`src/rtl/twos_comp_serial_ctrl.sv`:
```
// Drives a bit-serial two's complement converter from a parallel valid/ready word port.
// Optional overflow flag: define TWOS_COMP_OVF_DETECT_EN.
module twos_comp_serial_ctrl #(
    parameter int WIDTH    = 8,
    parameter int CONV_LAT = 0
) (
    input  logic             clk,
    input  logic             reset,
    input  logic [WIDTH-1:0] in_data,
    input  logic             in_valid,
    output logic             in_ready,
    output logic [WIDTH-1:0] out_data,
    output logic             out_valid,
    input  logic             out_ready,
    output logic             conv_reset,
    output logic             conv_in,
    input  logic             conv_out,
    output logic             busy,
    output logic             ovf
);
    localparam int CW = $clog2(WIDTH);
    localparam logic [CW-1:0] LAST = CW'(WIDTH - 1);

    typedef enum logic [2:0] {
        IDLE,
        CLR,
        SHIFT,
        DRAIN,
        DONE
    } state_t;

    state_t           state;
    logic [WIDTH-1:0] word;
    logic [WIDTH-1:0] result;
    logic [WIDTH-1:0] captured;
    logic [CW-1:0]    cnt;
    logic             sample;
    logic             last;

    assign in_ready = (state == IDLE);
    assign busy     = (state != IDLE);
    assign last     = (cnt == LAST);
    assign captured = {conv_out, result[WIDTH-1:1]};

    // A registered converter shows stale output in the first SHIFT cycle.
    assign sample = (state == DRAIN) ||
                    ((state == SHIFT) && ((CONV_LAT == 0) || (cnt != '0)));

    always_ff @(posedge clk) begin
        if (!reset) begin
            state      <= IDLE;
            out_data   <= '0;
            out_valid  <= 1'b0;
            conv_in    <= 1'b0;
            conv_reset <= 1'b1;
            cnt        <= '0;
            word       <= '0;
            result     <= '0;
        end else begin
            if (sample) begin
                result <= captured;
            end
            unique case (state)
                IDLE: begin
                    if (in_valid) begin
                        word  <= in_data;
                        state <= CLR;
                    end
                end
                CLR: begin
                    conv_reset <= 1'b0;
                    conv_in    <= word[0];
                    word       <= word >> 1;
                    cnt        <= '0;
                    state      <= SHIFT;
                end
                SHIFT: begin
                    conv_in <= word[0];
                    word    <= word >> 1;
                    cnt     <= cnt + 1'b1;
                    if (last) begin
                        conv_in <= 1'b0;
                        if (CONV_LAT == 0) begin
                            out_data   <= captured;
                            out_valid  <= 1'b1;
                            conv_reset <= 1'b1;
                            state      <= DONE;
                        end else begin
                            state <= DRAIN;
                        end
                    end
                end
                DRAIN: begin
                    out_data   <= captured;
                    out_valid  <= 1'b1;
                    conv_reset <= 1'b1;
                    state      <= DONE;
                end
                DONE: begin
                    if (out_ready) begin
                        out_valid <= 1'b0;
                        state     <= IDLE;
                    end
                end
                default: state <= IDLE;
            endcase
        end
    end

`ifdef TWOS_COMP_OVF_DETECT_EN
    localparam logic [WIDTH-1:0] MIN_NEG = {1'b1, {(WIDTH-1){1'b0}}};

    logic ovf_q;

    always_ff @(posedge clk) begin
        if (!reset) begin
            ovf_q <= 1'b0;
        end else if ((state == IDLE) && in_valid) begin
            ovf_q <= (in_data == MIN_NEG);
        end else if ((state == DONE) && out_ready) begin
            ovf_q <= 1'b0;
        end
    end

    assign ovf = ovf_q;
`else
    assign ovf = 1'b0;
`endif

endmodule
```
`config.mk`:
```
export PLATFORM = sky130hd
export DESIGN_NAME = twos_comp_serial_ctrl
export DESIGN_NICKNAME = d
export VERILOG_FILES = /design/src/rtl/twos_comp_serial_ctrl.sv
export SDC_FILE = /design/constraint.sdc
export NUM_CORES = 1
export LEC_CHECK = 0
export ABC_AREA = 1
export BUFFER_PORTS_ARGS = -buffer_cell sky130_fd_sc_hd__buf_2
export CAP_MARGIN = 20
export CORE_MARGIN = 10
export CORE_UTILIZATION = 48
export DETAILED_ROUTE_END_ITERATION = 8
export GPL_TIMING_DRIVEN = 0
export PLACE_DENSITY = 0.74
export SYNTH_ARGS = -nofsm -noshare
export SYNTH_HDL_FRONTEND = slang
export SYNTH_SLANG_ARGS = --single-unit
```
`constraint.sdc`:
```
create_clock -name clk -period 1.3 [get_ports clk]
set_clock_uncertainty 0.05 [all_clocks]
set_input_delay 0.065 -clock clk [delete_from_list [all_inputs] [get_ports clk]]
set_output_delay 0.065 -clock clk [all_outputs]
set_load 0.03 [all_outputs]
```
## Yosys cells after proc, flatten, opt, wreduce, memory -nomap -nowiden

Index checks and enable logic that the tools add are counted.
W data, S select, Z words.

| storage, ports and cells | value |
|---|---|
| input port bits | 13 |
| output and inout port bits | 14 |
| flip-flop bits (word level) | 33 |
| logic and storage cells | 46 |

| cells by class | value |
|---|---|
| $add $sub $neg | 1 |
| eq/ne operators | 8 |
| muxes and demuxes | 15 |
| reductions and logical operators | 14 |

Operators by type and width:

| cell | count |
|---|---|
| $pmux W8 S2 | 2 |
| $mux W8 | 2 |
| $pmux W3 S5 | 1 |
| $mux W3 | 3 |
| $reduce_bool A3 Y1 | 3 |
| $eq A3 B2 Y1 const B | 2 |
| $eq A3 B3 Y1 const B | 2 |
| $ne A2 B2 Y1 const B | 3 |
| $pmux W1 S3 | 2 |
| $pmux W3 S2 | 1 |
| $reduce_and A2 Y1 | 3 |
| $reduce_and A3 Y1 | 2 |
| $reduce_bool A2 Y1 | 3 |
| $add A3 B1 Y3 const B | 1 |
| $eq A3 B1 Y1 const B | 1 |
| $logic_not A3 Y1 | 1 |
| $mux W1 | 3 |
| $pmux W1 S2 | 1 |
| $reduce_or A2 Y1 | 1 |
| $logic_or A1 B1 Y1 | 1 |

## Depth between registers and ports, before layout

Gate-level depths: netlist of the first run.

| logic depth | value |
|---|---|
| depth after elaboration | 4 |
| depth in mapped cells | 8 |
| gate-level depth less buffers | 7 |

## Least setup slack after synthesis of the first run

No wires, ideal clock.

| timing path | value |
|---|---|
| path type | reg-to-reg |
| from | register state[1] |
| to | register state[0] |
| stages on the path, launching flop included | 6 |
| path slack | -0.371 ns |
| data required time | 1.168 ns |
| arrival | 1.539 ns |
| setup time | 0.082 ns |
| period minus slack after synthesis | 1.671 ns |
| buffers on the path | 0 |
| path through | dfxtp_1 > nor2_1 > inv_1 > nor2_1 > inv_1 > nor3_1 |

| between the ends | value |
|---|---|
| word-level cells in the longest chain between the ends | 3 |
| elaborated cells between the ends (all ways) | 10 |
| those cells by class | eq/ne (7); mux (1); reduce/logical (2) |

RTL lines:

| what | line | source |
|---|---|---|
| start, declared | 32 | `state_t state;` |
| start signal, assigned | 51 | `state <= IDLE;` |
| start signal, assigned | 67 | `state <= CLR;` |
| start signal, assigned | 75 | `state <= SHIFT;` |
| $logic_not A3 Y1 * | n/a |  |
| via in_ready | 11 | `output logic in_ready,` |
| $ne A2 B2 Y1 (no source line) | n/a |  |
| $reduce_and A3 Y1 (no source line) | n/a |  |

The timed path passes the listed nets; every way through them passes the cells marked *.
A chain may end at the register's enable or synchronous reset.

## Worst setup path after layout of the first run

| timing path | value |
|---|---|
| from | register state[1] |
| to | output port busy |

| between the ends | value |
|---|---|
| word-level cells in the longest chain between the ends | 1 |

RTL lines:

| what | line | source |
|---|---|---|
| $reduce_bool A3 Y1 | 41 | `assign busy = (state != IDLE);` |
| end, declared | 18 | `output logic busy,` |

Every way passes these cells.

==> results of run 1 <==
cell usage in the layout, fill, tap and decap left out, drive strengths merged:
| master | synthesis | final |
|---|---|---|
| nand3b | 1 | 1 |
| nand2 | 45 | 45 |
| nor2 | 44 | 44 |
| inv | 18 | 18 |
| buf | 6 | 40 |
| clkinv | 0 | 1 |
| bufinv | 0 | 1 |
| dfxtp | 32 | 32 |
| a21oi | 15 | 15 |
| ha | 2 | 2 |
| clkbuf | 3 | 9 |
| nand3 | 13 | 13 |
| dlygate4sd3 | 0 | 5 |
| nor3 | 2 | 2 |
| o21ai | 18 | 18 |
| conb | 1 | 1 |
routing by layer:
layer | routed length, um | track usage | vias to the layer above
met3 | 263 | 0.05585 | 5
met4 | 46 | 0.04348 | 0
li1 | - | - | 723
met2 | 1599 | 0.1875 | 35
met5 | 0 | 0 | -
met1 | 1558 | 0.1646 | 620
registers in the layout, indices dropped and copies added (netlist names):
| register | count |
|---|---|
| out_data | 8 |
| out_valid | 1 |
| conv_reset | 1 |
| state | 3 |
| result | 7 |
| conv_in | 1 |
| word | 8 |
| cnt | 3 |
cell families after synthesis:
family	synth area share
compound gates	0.1171
fa+ha+maj	0.01774
buf+inv	0.08784
flops	0.4543
other cells	0.002659
simple gates	0.3203
power breakdown:
part / internal, mW / total [mW] / switching, mW / leakage, nW
registers: 1.07 / 1.13 / 0.0626 / 0.266
clock network: 0.403 / 0.756 / 0.353 / 0.0422
logic: 0.237 / 0.582 / 0.344 / 0.596
total: 1.71 / 2.47 / 0.760 / 0.904
critical path, stage by stage, from the launching register on:
cell and delay [ns]:
dfxtp_4 0.38, nor2_4 0.13, inv_2 0.07, nor2_4 0.12, inv_2 0.05, buf_6 0.13
worst max path at each step:
stage,slack (ns),start,endpoint,depth (start not counted)
floorplan,0.002,cnt[0],out_data[0],7
global placement,-0.14,cnt[0],out_data[6],6
detailed placement,-0.14,cnt[0],out_data[5],6
CTS,-0.11,state[0],busy,5
global route,-0.10,state[1],busy,5
finish,-0.04,state[1],busy,5
repair_timing:
action	CTS	global route
setup endpoints to repair	25	24
hold endpoints to repair	6	0
hold buffers	5	0
cloned	2	0
resized for setup	25	26
buffers inserted	2	6
pin swaps	0	13
metrics by stage:
step             util  setup slack [ns]  area, um^2  std cells  setup TNS, ns
2_1_floorplan       -          0.002206        1420        200              0
3_3_place_gp   0.5677           -0.1353        1579        255         -1.975
3_5_place_dp   0.5677           -0.1370        1579        255         -2.195
4_1_cts        0.6496           -0.1105        1807        272        -0.3208
5_1_grt        0.6986           -0.1044        1943        278        -0.9031
6_report       0.6986          -0.04135        1943        278       -0.04471
cell type report:
class                           count  area [um^2]
Fill cell                         226        838.3
Sequential cell                    32        654.4
Multi-Input combinational cell    141        769.5
Clock buffer                        6        41.29
Clock inverter                      2        35.03
Inverter                           18        70.07
Buffer                              9        68.82
Timing Repair Buffer               39        265.3
Tap cell                           31        38.79
==> impl_results.md, run 1 <==
- DRC viols: 0
- Initial antenna violation count: 0
- Final net count: 261
- Synth top area cells: dfxtp_1 (45%), nor2_1 (11%), nand2_1 (11%)
- Full die area: 5506 um^2
- Antenna Nets Post-Route: 0
- CTS buffer count: 5
- Worst R2R Path Depth: 8
- Max Cap Viol: 0
- Vias in the first global route: 1,204
- Post-DP HPWL: 2169 um
- Area leader, netlist: dfxtp_1
- Crit-path max FO: 6
- I/O pin count: 27
- Min Tclk post-route: 1.341 ns
- Routed vias/inst: 4.975
- EDFF count, synth: 0
- P per Cell Area: 1269 nW/um^2
- Outcome: finished, violations left
- GR Util All Layers: 0.1284
- Hold depth: 5
- Power Total: 2.466 mW
- WL/cell: 12.47 um
- Critical path startpoint category: flop
- Row count: 19
- CTS Sinks: 32
- Cells after Synth: 200
- DR pass1 iterations: 4
- Max Clk Rate: 745.5 MHz
- Hold slack: -0.002903 ns
- Worst setup EP type: primary output
- Top-count cell post-synth: nor2_1
- Root buf cell: clkbuf_4
- Netlist cell types: 22
- Fin worst setup slack: -0.04135 ns
- Sequential fraction of the synthesis area: 0.4543
- Commonest cells in the netlist: nor2_1 (43), nand2_1 (42), dfxtp_1 (32), a21oi_1 (15), inv_1 (15)
- Max H-tree Level: 2
- Hold Path End: word[5]
- Reg-to-reg setup timing slack: 0 ns
- Via count: 1,383
- Largest net degree at the start of global routing: 11
- Mapped Nets: 215
- First-pass GRT wire length: 5526 um
- Yosys warnings: 0
- Avg Inst Size Synth: 7.051 um^2
- Hold Vio Cnt, Final: 2
- Fin. max-slew vios: 0
- N_diodes: 0
- Die X: 74.20 um
- Clock Latency Late Sink: 0.35 ns
- Cell Area, Synth: 1410 um^2
- Yosys top cell area share: 0.4543
- Violated checks: hold timing, setup timing
- WL final: 3467 um
- Clock transition at the registers of the reported paths: 0.11 ns
- GP Congestion: 0.8096
- Starting Density: 0.5070
- Core area: 2781 um^2
- P&R area growth vs syn: 37.80%
- IO Port Bufs: 24
- Static Leak: 0.9037 nW
- Hold Path Class: in -> reg
- Grt total ovfl: 0
- Initial DRC count: 119
- RR Startpoint: cnt[1]
- Worst R2R End: conv_reset
- Max VDD drop: 1283 uV
- Period utilization: 1.032
- Most used DFF post-synth: dfxtp_1
- Setup violations, final: 3
- Worst Hold Launch: in_data[5]
- Die Height: 74.20 um
- #FFs+latches synth: 32
- RSZ-0062 raised after global routing: yes
- Type of the worst setup path: reg -> out
- Max clock buf depth: 2
- WP data arrival: 1.23 ns
- Critical Path RT: 1.19 ns
- Share of layout cells above drive strength 1: 0.3563
- Share of flip-flops with an asynchronous set or reset after synthesis: 0
- CTS tree: yes
No activity file was read; power rests on OpenSTA's default activity.
==> run 2: changes to the inputs <==
==> constraint.sdc (replaced) <==
create_clock -name clk -period 1.3 [get_ports clk]
set_clock_uncertainty 0.05 [all_clocks]
set_input_delay 0.195 -clock clk [delete_from_list [all_inputs] [get_ports clk]]
set_output_delay 0.195 -clock clk [all_outputs]
set_load 0.03 [all_outputs]
==> impl_results.md, run 2 (synthesized netlist as in run 1, its figures left out) <==
- N_diodes: 0 (unchanged)
- Root buf cell: clkbuf_4
- P&R area growth vs syn: 30.88%
- Max clock buf depth: 2 (unchanged)
- First-pass GRT wire length: 5609 um (+1.5%)
- Type of the worst setup path: reg -> out
- Max H-tree Level: 2 (unchanged)
- Crit-path max FO: 3 (-3)
- Period utilization: 1.065 (+0.03359)
- Starting Density: 0.5070 (unchanged)
- Pre-CTS WS: -0.1370 ns (unchanged)
- Clock Latency Late Sink: 0.35 ns (about the same)
- Grt total ovfl: 0 (unchanged)
- Antenna Nets Post-Route: 0 (unchanged)
- Hold slack: 0.04565 ns (+0.04855 ns)
- Power Total: 2.441 mW (-0.99%)
- WL final: 3478 um (+0.32%)
- RSZ-0062 raised after global routing: yes
- Die X: 74.20 um (unchanged)
- DR pass1 iterations: 4 (unchanged)
- Static Leak: 0.8762 nW (-3.0%)
- Setup TNS: -0.2871 ns (-0.2424 ns)
- CTS Sinks: 32 (unchanged)
- WP data arrival: 1.14 ns (-0.09 ns)
- Full die area: 5506 um^2 (unchanged)
- Vias in the first global route: 1,208 (+0.33%)
- CTS tree: yes
- Largest net degree at the start of global routing: 11 (unchanged)
- Core area: 2781 um^2 (unchanged)
- Hold Path Class: in -> reg
- DRC viols: 0 (unchanged)
- Max Cap Viol: 0 (unchanged)
- Critical Path RT: 1.05 ns (-0.14 ns)
- Biggest regs: out_data x8, word x8, result x7
- Leading cell type in the layout, fill and taps excluded: nand2_1
- Clock transition at the registers of the reported paths: 0.10 ns (about the same)
- Fin. max-slew vios: 0 (unchanged)
- GR Util All Layers: 0.1307 (+0.002331)
- I/O pin count: 27 (unchanged)
- Final instance area: 1846 um^2 (-5.0%)
- Via count: 1,342 (-3.0%)
- Share of layout cells above drive strength 1: 0.3182 (-0.03809)
- P per Cell Area: 1323 nW/um^2 (+4.2%)
- Initial antenna violation count: 0 (unchanged)
- Max VDD drop: 1250 uV (-2.5%)
- Worst setup EP type: primary output
- Outcome: finished, violations left
- IO Port Bufs: 24 (unchanged)
- Hold Vio Cnt, Final: 0 (-2)
- Fin worst setup slack: -0.08501 ns (-0.04366 ns)
- Max Clk Rate: 722.0 MHz (-3.2%)
- CTS buffer count: 5 (unchanged)
- Die Height: 74.20 um (unchanged)
- Critical path startpoint category: flop
- Min Tclk post-route: 1.385 ns (+0.04366 ns)
- GP Congestion: 0.8096 (unchanged)
- Routed vias/inst: 4.916 (-1.2%)
- Initial DRC count: 41 (-66%)
- Setup violations, final: 11 (+8)
- WL/cell: 12.74 um (+2.2%)
- Final net count: 256 (-1.9%)
- Row count: 19 (unchanged)
- Violated checks: setup timing
- Most frequent cells in the layout: nand2_1 (42), nor2_1 (39), dfxtp_1 (27)
- Post-DP HPWL: 2169 um (unchanged)
- Placed cell areas: 1579 um^2 (unchanged)
==> run 2: worst max-delay path: stages, from the launching register on <==
cell and delay, ns:
dfxtp_4 0.37, nor2_4 0.11, inv_2 0.06, nor2_4 0.09, inv_2 0.05, buf_6 0.13
==> run 2: per-layer routing <==
| metal | global-route usage | up-vias | share of wire |
|---|---|---|---|
| li1 | - | 713 | - |
| met1 | 0.1727 | 603 | 0.47 |
| met2 | 0.1856 | 21 | 0.46 |
| met3 | 0.05585 | 5 | 0.058 |
| met4 | 0.04348 | 0 | 0.011 |
| met5 | 0 | - | 0 |
==> run 2: repair_timing <==
item | in CTS | in global routing
setup endpoints to repair | 25 | 26
cloned | 2 | 1
buffers inserted | 6 | 1
gates resized for setup | 29 | 13
hold buffers | 0 | 0
pin swaps | 2 | 5
==> run 2: power by group <==
part,switching (mW),internal (mW),leakage [nW]
sequential,0.0561,1.07,0.265
clock,0.353,0.403,0.0422
combinational,0.340,0.223,0.569
==> run 2: worst paths after layout <==
path                                 start          end  slack [ns]  depth (start not counted)
worst min register to register  conv_reset   conv_reset        0.41                          2
worst max register to register      cnt[0]  out_data[1]       -0.03                          6
worst max-delay path              state[1]         busy       -0.09                          5
worst min-delay path              in_valid     state[0]        0.05                          3
==> run 2: cell type report <==
cell class,instances,area (um^2)
Inverter,18,70.07
Tap cell,31,38.79
Clock buffer,6,41.29
Multi-Input combinational cell,141,721.9
Fill cell,241,935.9
Clock inverter,2,35.03
Buffer,9,71.32
Timing Repair Buffer,34,215.2
Sequential cell,32,651.9
==> run 2: metrics by stage <==
stage / util / cells
floorplan: - / 200
finish: 0.6635 / 273
global route: 0.6635 / 273
CTS: 0.6487 / 271
detailed placement: 0.5677 / 255
global placement: 0.5677 / 255
==> run 3: changes to the inputs <==
clock period = 1.2 ns   (was 1.3 ns; I/O delays follow)
==> impl_results.md, run 3 (synthesized netlist as in run 1, its figures left out) <==
- Max H-tree Level: 2 (unchanged)
- Root buf cell: clkbuf_4
- Initial antenna violation count: 0 (unchanged)
- Violated checks: setup timing
- Power Total: 2.656 mW (+8.8%)
- N_diodes: 0 (unchanged)
- GR Util All Layers: 0.1557 (+0.02504)
- Min Tclk post-route: 1.415 ns
- I/O pin count: 27 (unchanged)
- Hold Path Class: in -> reg
- Final instance area: 2088 um^2 (+13%)
- Fin. max-slew vios: 0 (unchanged)
- Most frequent cells in the layout: nand2_1 (40), nor2_1 (38), dfxtp_1 (27)
- Vias in the first global route: 1,440 (+19%)
- Max Clk Rate: 706.9 MHz
- Max VDD drop: 1161 uV (-7.2%)
- Hold Vio Cnt, Final: 0 (unchanged)
- CTS buffer count: 5 (unchanged)
- P per Cell Area: 1272 nW/um^2 (-3.9%)
- Full die area: 5506 um^2 (unchanged)
- Hold depth: 3 (unchanged)
- Static Leak: 0.9654 nW (+10%)
- Via count: 1,481 (+10%)
- Leading cell type in the layout, fill and taps excluded: nand2_1
- Setup violations, final: 29 (+18)
- Fillers: 187 (-22%)
- Share of layout cells above drive strength 1: 0.4246 (+0.1064)
- Reg-to-reg setup timing slack: -0.21 ns (-0.18 ns)
- Worst setup EP type: flop
- Hold slack: 0.06557 ns (+0.01993 ns)
- First-pass GRT wire length: 6679 um (+19%)
- Worst Hold Launch: conv_out
- Biggest regs: out_data x8, word x8, result x7
- Max-slew headroom: 0.6473
- Row count: 19 (unchanged)
- Worst R2R Path Depth: 7 (+1)
- Routed vias/inst: 5.233 (+6.5%)
- Max clock buf depth: 2 (unchanged)
- Fin worst setup slack: -0.2146 ns (-0.1296 ns)
- DRC viols: 0 (unchanged)
- Hold Path End: out_data[7]
- CTS tree: yes
- Clock Latency Late Sink: 0.34 ns (about the same)
- Critical Path RT: 1.39 ns (+0.34 ns)
- RR Startpoint: state[1]
- Starting Density: 0.5070 (unchanged)
- WP data arrival: 1.60 ns (+0.46 ns)
- Largest net degree at the start of global routing: 11 (unchanged)
- WL final: 4276 um (+23%)
- Type of the worst setup path: reg -> reg
- Die Height: 74.20 um (unchanged)
- DR pass1 iterations: 4 (unchanged)
- IO Port Bufs: 24 (unchanged)
- Antenna Nets Post-Route: 0 (unchanged)
- Core Util, Final: 0.7508 (+0.08727)
- WL/cell: 15.11 um (+19%)
- RSZ-0062 raised after global routing: yes
- Outcome: finished, violations left
- Clock transition at the registers of the reported paths: 0.10 ns (about the same)
- Final net count: 266 (+3.9%)
- Initial DRC count: 149 (+260%)
- CTS Sinks: 32 (unchanged)
- Max Cap Viol: 0 (unchanged)
- Die X: 74.20 um (unchanged)
- Grt total ovfl: 0 (unchanged)
- Post-DP HPWL: 2268 um (+4.6%)
- Placed cell areas: 1658 um^2 (+5.0%)
- Hold_buf cts: 0 (unchanged)
- Slew @ Worst Pin: 0.5290 ns
- Worst R2R End: out_data[5]
- Pre-CTS WS: -0.1970 ns (-0.06002 ns)
- Period utilization: 1.179
- P&R area growth vs syn: 48.09%
- GP Congestion: 0.7610 (-6.0%)
- Critical path startpoint category: flop
- Crit-path max FO: 5 (+2)
- Core area: 2781 um^2 (unchanged)
run 3: changes by cell type in the layout (fill, tap and decap cells not counted), sizes merged:
cell / change
clkinv: -1
bufinv: -1
clkbuf: +3
nand2: +2
buf: +7
run 3: worst max-delay path by stage:
stage | startpoint | end | slack, ns | depth (start not counted)
finish | state[1] | out_data[5] | -0.21 | 7
global route | state[1] | out_data[2] | -0.30 | 7
CTS | state[1] | in_ready | -0.18 | 4
detailed placement | state[2] | word[6] | -0.20 | 7
global placement | state[2] | word[0] | -0.18 | 7
floorplan | state[2] | word[6] | -0.02 | 7
run 3: per-layer routing:
metal / up-vias / routed length, um / track usage / share of wire
met3: 10 / 335 / 0.05718 / 0.078
met4: 0 / 75 / 0.06832 / 0.018
li1: 735 / - / - / -
met2: 64 / 2016 / 0.2339 / 0.47
met5: - / 0 / 0 / 0
met1: 672 / 1849 / 0.1950 / 0.43
run 3: power by group:
group	leakage, nW	switching (mW)	internal [mW]	total, mW
registers	0.266	0.0642	1.15	1.22
clock network	0.0326	0.369	0.289	0.658
logic	0.667	0.453	0.327	0.780
total	0.965	0.886	1.77	2.66
run 3: through the flow:
| stage | setup TNS, ns | std cells |
|---|---|---|
| floorplan | -0.2389 | 200 |
| global placement | -3.825 | 255 |
| detailed placement | -4.415 | 255 |
| CTS | -1.936 | 280 |
| global route | -6.262 | 283 |
| finish | -4.148 | 283 |
run 3: final cells by class:
cell class	count	area, um^2	share of cell area
timing repair buffer	42	320.3	0.1534
inverter	18	77.57	0.03715
tap	31	38.79	0.01857
buffer	9	82.58	0.03954
sequential	32	654.4	0.3134
multi-input combinational	143	855.8	0.4098
clock buffer	8	58.81	0.02816
run 3: repair_timing:
item	in CTS	in global routing
gates cloned	5	1
resized for setup	44	15
pin swaps	14	11
buffers inserted	12	3
setup endpoints to repair	33	33
run 3: worst max-delay path: stages, from the launching register on:
cell	delay (ns)
dfxtp_4	0.38
buf_4	0.13
inv_2	0.04
nor2_4	0.20
nand3_4	0.16
buf_8	0.17
a21oi_2	0.11
nor2_1	0.05
